`src/rtl/organ_note_sequencer.sv`:
```
`default_nettype none
// ============================================================================
// Module   : organ_note_sequencer
// Brief    : Note word / tone gate source for the organ clock divider,
//            manual switch selection or auto ascending scale.
// Revision : 1.0
// ============================================================================
module organ_note_sequencer #(
    parameter int unsigned NOTE_CYCLES = 25_000_000,
    parameter int unsigned GAP_CYCLES  = 2_500_000
) (
    input  logic        inclk,
    input  logic        Reset,
    input  logic [2:0]  sw_note,
    input  logic        mode_auto,
    input  logic        play_en,
    output logic [31:0] div_clk_count,
    output logic [2:0]  note_idx,
    output logic        tone_on,
    output logic        note_strobe
);

    localparam logic [31:0] C_NOTE_LAST = 32'(NOTE_CYCLES - 1);
    localparam logic [31:0] C_GAP_LAST  = 32'(GAP_CYCLES - 1);

    typedef enum logic [1:0] {
        S_IDLE = 2'd0,
        S_NOTE = 2'd1,
        S_GAP  = 2'd2
    } state_t;

    // Divide words N = round(25e6/f) - 1 for Do523 .. Do'1047
    function automatic logic [31:0] note_word(input logic [2:0] idx);
        logic [31:0] w;
        case (idx)
            3'd0:    w = 32'd47800;
            3'd1:    w = 32'd42588;
            3'd2:    w = 32'd37935;
            3'd3:    w = 32'd35816;
            3'd4:    w = 32'd31887;
            3'd5:    w = 32'd28408;
            3'd6:    w = 32'd25303;
            default: w = 32'd23877;
        endcase
        return w;
    endfunction

    // {play_en, mode_auto, sw_note} through a two-stage synchronizer
    logic [4:0]  sync1_q, sync2_q;
    logic        en_s, auto_s;
    logic [2:0]  sw_s;

    state_t      state_q, state_d;
    logic        mode_q, mode_d;
    logic [31:0] dur_q, dur_d;
    logic [31:0] count_q, count_d;
    logic [2:0]  idx_q, idx_d;
    logic        tone_q, tone_d;
    logic        strobe_q, strobe_d;

    assign en_s   = sync2_q[4];
    assign auto_s = sync2_q[3];
    assign sw_s   = sync2_q[2:0];

    always_ff @(posedge inclk) begin
        if (Reset) begin
            sync1_q  <= '0;
            sync2_q  <= '0;
            state_q  <= S_IDLE;
            mode_q   <= 1'b0;
            dur_q    <= '0;
            count_q  <= 32'd47800;
            idx_q    <= 3'd0;
            tone_q   <= 1'b0;
            strobe_q <= 1'b0;
        end else begin
            sync1_q  <= {play_en, mode_auto, sw_note};
            sync2_q  <= sync1_q;
            state_q  <= state_d;
            mode_q   <= mode_d;
            dur_q    <= dur_d;
            count_q  <= count_d;
            idx_q    <= idx_d;
            tone_q   <= tone_d;
            strobe_q <= strobe_d;
        end
    end

    always_comb begin
        state_d  = state_q;
        mode_d   = mode_q;
        dur_d    = dur_q;
        count_d  = count_q;
        idx_d    = idx_q;
        tone_d   = tone_q;
        strobe_d = 1'b0;

        case (state_q)
            S_IDLE: begin
                tone_d = 1'b0;
                if (en_s) begin
                    state_d  = S_NOTE;
                    mode_d   = auto_s;
                    dur_d    = '0;
                    idx_d    = auto_s ? 3'd0 : sw_s;
                    count_d  = note_word(auto_s ? 3'd0 : sw_s);
                    tone_d   = 1'b1;
                    strobe_d = 1'b1;
                end
            end
            S_NOTE, S_GAP: begin
                // mode_q is the mode latched at start; a change aborts the run
                if (!en_s || (auto_s != mode_q)) begin
                    state_d = S_IDLE;
                    dur_d   = '0;
                    tone_d  = 1'b0;
                end else if (state_q == S_NOTE) begin
                    tone_d = 1'b1;
                    if (!mode_q) begin
                        if (sw_s != idx_q) begin
                            idx_d    = sw_s;
                            count_d  = note_word(sw_s);
                            strobe_d = 1'b1;
                        end
                    end else if (dur_q == C_NOTE_LAST) begin
                        state_d = S_GAP;
                        dur_d   = '0;
                        tone_d  = 1'b0;
                    end else begin
                        dur_d = dur_q + 32'd1;
                    end
                end else begin
                    tone_d = 1'b0;
                    if (dur_q == C_GAP_LAST) begin
                        state_d  = S_NOTE;
                        dur_d    = '0;
                        idx_d    = idx_q + 3'd1;
                        count_d  = note_word(idx_q + 3'd1);
                        tone_d   = 1'b1;
                        strobe_d = 1'b1;
                    end else begin
                        dur_d = dur_q + 32'd1;
                    end
                end
            end
            default: begin
                state_d = S_IDLE;
                dur_d   = '0;
                tone_d  = 1'b0;
            end
        endcase
    end

    assign div_clk_count = count_q;
    assign note_idx      = idx_q;
    assign tone_on       = tone_q;
    assign note_strobe   = strobe_q;

endmodule
`default_nettype wire
```
`config.mk`:
```
export PLATFORM = sky130hd
export DESIGN_NAME = organ_note_sequencer
export DESIGN_NICKNAME = d
export VERILOG_FILES = /design/src/rtl/organ_note_sequencer.sv
export SDC_FILE = /design/constraint.sdc
export NUM_CORES = 1
export LEC_CHECK = 0
export BUFFER_PORTS_ARGS = -buffer_cell sky130_fd_sc_hd__buf_2
export CORE_AREA = 4 4 92 94
export CTS_BUF_LIST = sky130_fd_sc_hd__clkbuf_8
export CTS_CLUSTER_SIZE = 12
export DETAILED_ROUTE_END_ITERATION = 6
export DIE_AREA = 0 0 96 98
export GPL_TIMING_DRIVEN = 0
export PLACE_DENSITY_LB_ADDON = 0.2
export SLEW_MARGIN = 25
export SYNTH_ARGS = -nofsm -noshare
export SYNTH_HDL_FRONTEND = slang
export SYNTH_SLANG_ARGS = --single-unit
```
`constraint.sdc`:
```
create_clock -name inclk -period 4.5 [get_ports inclk]
set_input_delay 0 -clock inclk [delete_from_list [all_inputs] [get_ports inclk]]
set_output_delay 0 -clock inclk [all_outputs]
set_load 0.01 [all_outputs]
```
==> flow_metrics.py <==
metrics = {
    "route": {
        "via_per_inst": 5.867,
        "routed_wl_um": 10370,
        "drc_errors": 0,
        "route.detailed.wl_per_inst_um": 15.88,
        "dr.pass1.iters": 6,
        "ant_nets": 0,
        "drtIter0Drc": 321,
        "vias": 3831,
    },
    "timing": {
        "fin_skew_ns": 0.01203,
        "clock.fmax_ghz": 0.3835,
        "worst_pin_slew_ns": 0.9280,
        "fin_crit_ns": 2.608,
        "timing.final.crit_share": 0.5795,
        "rsz0062_at_grt": "false",
        "slew_violations": 0,
        "hold_viol_final": 0,
        "slew_headroom": 0.3794,
        "finalSetupViolations": 0,
        "tns_ns": 0,
    },
    "floorplanning": {
        "die_h_um": 98,
        "initial_utilization": 0.5185,
        "io_pins": 44,
        "rows": 32,
        "core_area_mm2": 0.007647,
        "die_w_um": 96,
        "die-area_mm2": 0.009408,
    },
    "clock_tree": {
        "root_buffer": "clkbuf_8",
        "cts_resized": 0,
        "htreeDepth": 3,
        "cts_tree": "done",
        "cts.sink_count": 66,
        "cts_buffers": 9,
        "postCtsSetupBuffers": 0,
        "path_clk_slew_ns": 0.08,
        "clk_latency_ns": 0.35,
        "cts_buffer_depth": 2,
    },
    "synth": {
        "ys_types": 78,
        "synth-seq-area-share": 0.3332,
        "synthCells": 488,
        "netlist_area_mm2": 0.003965,
        "synth_async_sr_flop_share": 0,
        "synthFlopType": "dfxtp_1",
        "yosysWarnings": 0,
        "synth-seq-cells": 66,
        "yosysTopAreaCellShare": 0.3332,
        "synth.area.top_cells": "dfxtp_1 33%, nand2_1 4.2%, a21oi_1 4.0%, nor2_1 3.9%, buf_4 3.8%",
        "syn_avg_cell_area_um2": 8.125,
        "synth_edf_count": 0,
        "yosys.area.top_type": "dfxtp_1",
    },
    "critical_path": {
        "rr_worst_depth": 9,
        "crit_family": "simple AND/OR/NAND/NOR gates",
        "critPathRequiredTime_ns": 4.76,
        "cp-end-kind": "register",
        "cp-start-kind": "register",
        "path_cells": "inv_1 > ha_1 > nand2_1 > nor3_2 > a22oi_4 > a21oi_4 > nand2_2 > buf_2 > o31ai_1",
        "critPathMaxStageDelay_ns": 0.41,
        "cp.arrival_ns": 2.86,
        "r2r_setup_slack_ns": 1.89,
        "crit_type": "register to register",
        "worst_path_max_delay_cell": "dfxtp_1",
        "path_max_fanout": 10,
        "path_buf_inv": 2,
        "worstReg2RegStart": "state_q[0]$_SDFFE_PP0P_",
        "r2r_end": "dur_q[21]$_SDFFE_PP0P_",
    },
    "power": {
        "ir_worst_vdd_mv": 0.2189,
        "p_per_area_mw_per_mm2": 328.8,
        "power_w": 0.001497,
        "cellLeakagePower_nw": 1.767,
    },
    "cells_and_area": {
        "drive_above_1_share": 0.1815,
        "nFillCells": 682,
        "nNetsFinal": 563,
        "areaGrowthSynthToFinish_pct": 14.80,
        "mostFrequentLayoutCell": "dfxtp_1",
        "finalNonFillerCells": 653,
        "antenna_cells": 0,
        "final_cell_mix": "66 x dfxtp_1, 44 x nand2_1, 41 x nor2_1, 38 x buf_2, 32 x a21oi_1",
    },
    "hold_path": {
        "whs_path_depth": 4,
        "worstHoldStart": "Reset",
        "min_to": "dur_q[22]$_SDFFE_PP0P_",
        "hp-class": "input port to register",
    },
    "global_routing": {
        "first_global_vias": 3462,
        "grt-ovfl-total": 0,
        "grt_pass1_wl_um": 16760,
        "grt_max_degree": 13,
        "grt_usage": 0.2222,
        "antenna_found_initial": 0,
    },
    "placement": {
        "numPortBuffers": 27,
        "hpwlAfterDp_um": 7193,
        "post-place-cells": 632,
        "place_congestion": 0.9495,
    },
    "outcome": {
        "status": "finished clean",
    },
    "flow_run": {
        "maxCapViolCount": 0,
    },
}
## worst reg2reg max path, cell delays in order (launching register included)
cell	delay, ns
dfxtp_1	0.41
inv_1	0.08
ha_1	0.37
nand2_1	0.16
nor3_2	0.41
a22oi_4	0.15
a21oi_4	0.25
nand2_2	0.18
buf_2	0.27
o31ai_1	0.25
## report_power, final
group,switching (W),internal [W],leakage (nW)
combinational,0.000213,0.000112,1.12
clock,0.000242,0.000312,0.111
sequential,0.0000125,0.000605,0.535
## metal layers
| metal | wire length, um | up-vias | part of all wire | global-route usage |
|---|---|---|---|---|
| met5 | 0 | - | 0 | 0 |
| li1 | - | 1853 | - | - |
| met2 | 4550 | 164 | 0.44 | 0.3080 |
| met4 | 221 | 0 | 0.021 | 0.09409 |
| met3 | 757 | 27 | 0.073 | 0.04083 |
| met1 | 4840 | 1787 | 0.47 | 0.3329 |
## through the flow
| step | worst slack [ns] | hold slack, ns | util | area, um^2 |
|---|---|---|---|---|
| final | 1.892 | 0.1820 | 0.5952 | 4552 |
| after global routing | 1.712 | 0.1843 | 0.5952 | 4552 |
| after CTS | 1.948 | 0.1395 | 0.5952 | 4552 |
| after detailed placement | 1.973 | 0.2130 | 0.5602 | 4284 |
| after global placement | 1.980 | 0.2085 | 0.5602 | 4284 |
| after floorplan | 2.428 | 0.1282 | - | 4021 |
## sequential cells by signal (all words and copies together) (netlist names)
signal	flops
mode_q	1
note_idx	3
state_q	2
div_clk_count	16
sync2_q	5
tone_on	1
dur_q	32
sync1_q	5
note_strobe	1
## worst max-delay path by stage
stage                                     end  slack, ns  cells past startpoint               startpoint
2_1_floorplan          dur_q[19]$_SDFFE_PP0P_       2.43                      9  state_q[0]$_SDFFE_PP0P_
3_3_place_gp   div_clk_count[15]$_SDFFE_PP1P_       1.98                      8  state_q[0]$_SDFFE_PP0P_
3_5_place_dp           dur_q[23]$_SDFFE_PP0P_       1.97                      9  state_q[0]$_SDFFE_PP0P_
4_1_cts                dur_q[21]$_SDFFE_PP0P_       1.95                      9  state_q[0]$_SDFFE_PP0P_
5_1_grt                dur_q[27]$_SDFFE_PP0P_       1.71                      9  state_q[0]$_SDFFE_PP0P_
6_report               dur_q[21]$_SDFFE_PP0P_       1.89                      9  state_q[0]$_SDFFE_PP0P_
## Yosys cell counts (4+ instances only)
cell,instances
dfxtp_1,66
nand2_1,44
nor2_1,41
a21oi_1,32
nand3_1,24
buf_4,20
nor2b_1,16
o21ai_0,16
inv_1,15
nor3_1,15
clkbuf_1,14
buf_2,11
ha_1,10
nand4_1,10
a31oi_1,8
and3_1,8
nand2b_1,8
xor2_1,8
and4_1,6
xnor2_1,6
a22oi_1,5
a32oi_1,5
and2_1,5
o21ai_1,5
o311ai_1,5
o31ai_1,5
o21bai_1,4
## timing repair
item,4_1_cts,5_1_grt
hold buffers,5,0
endpoints found under the hold margin,5,0
endpoints found under the setup margin,0,0
## area by class of cell
type / instances / area (um^2) / area share
buffer: 50 / 291.5 / 0.06405
clock buffer: 9 / 123.9 / 0.02721
clock inverter: 7 / 93.84 / 0.02062
inverter: 15 / 56.30 / 0.01237
multi-input combinational: 372 / 2352 / 0.5168
sequential: 66 / 1321 / 0.2903
tap: 102 / 127.6 / 0.02804
timing repair buffer: 32 / 185.2 / 0.04068
## cells by family after synthesis
kind of cell / after synthesis / synth area share
compound gates: 119 / 0.2092
xor+xnor: 15 / 0.03503
fa+ha+maj: 10 / 0.03156
buf+inv: 65 / 0.08772
flops: 66 / 0.3332
mux: 3 / 0.007574
other cells: 1 / 0.0009458
simple gates: 209 / 0.2947
No activity file was read; power rests on OpenSTA's default activity.
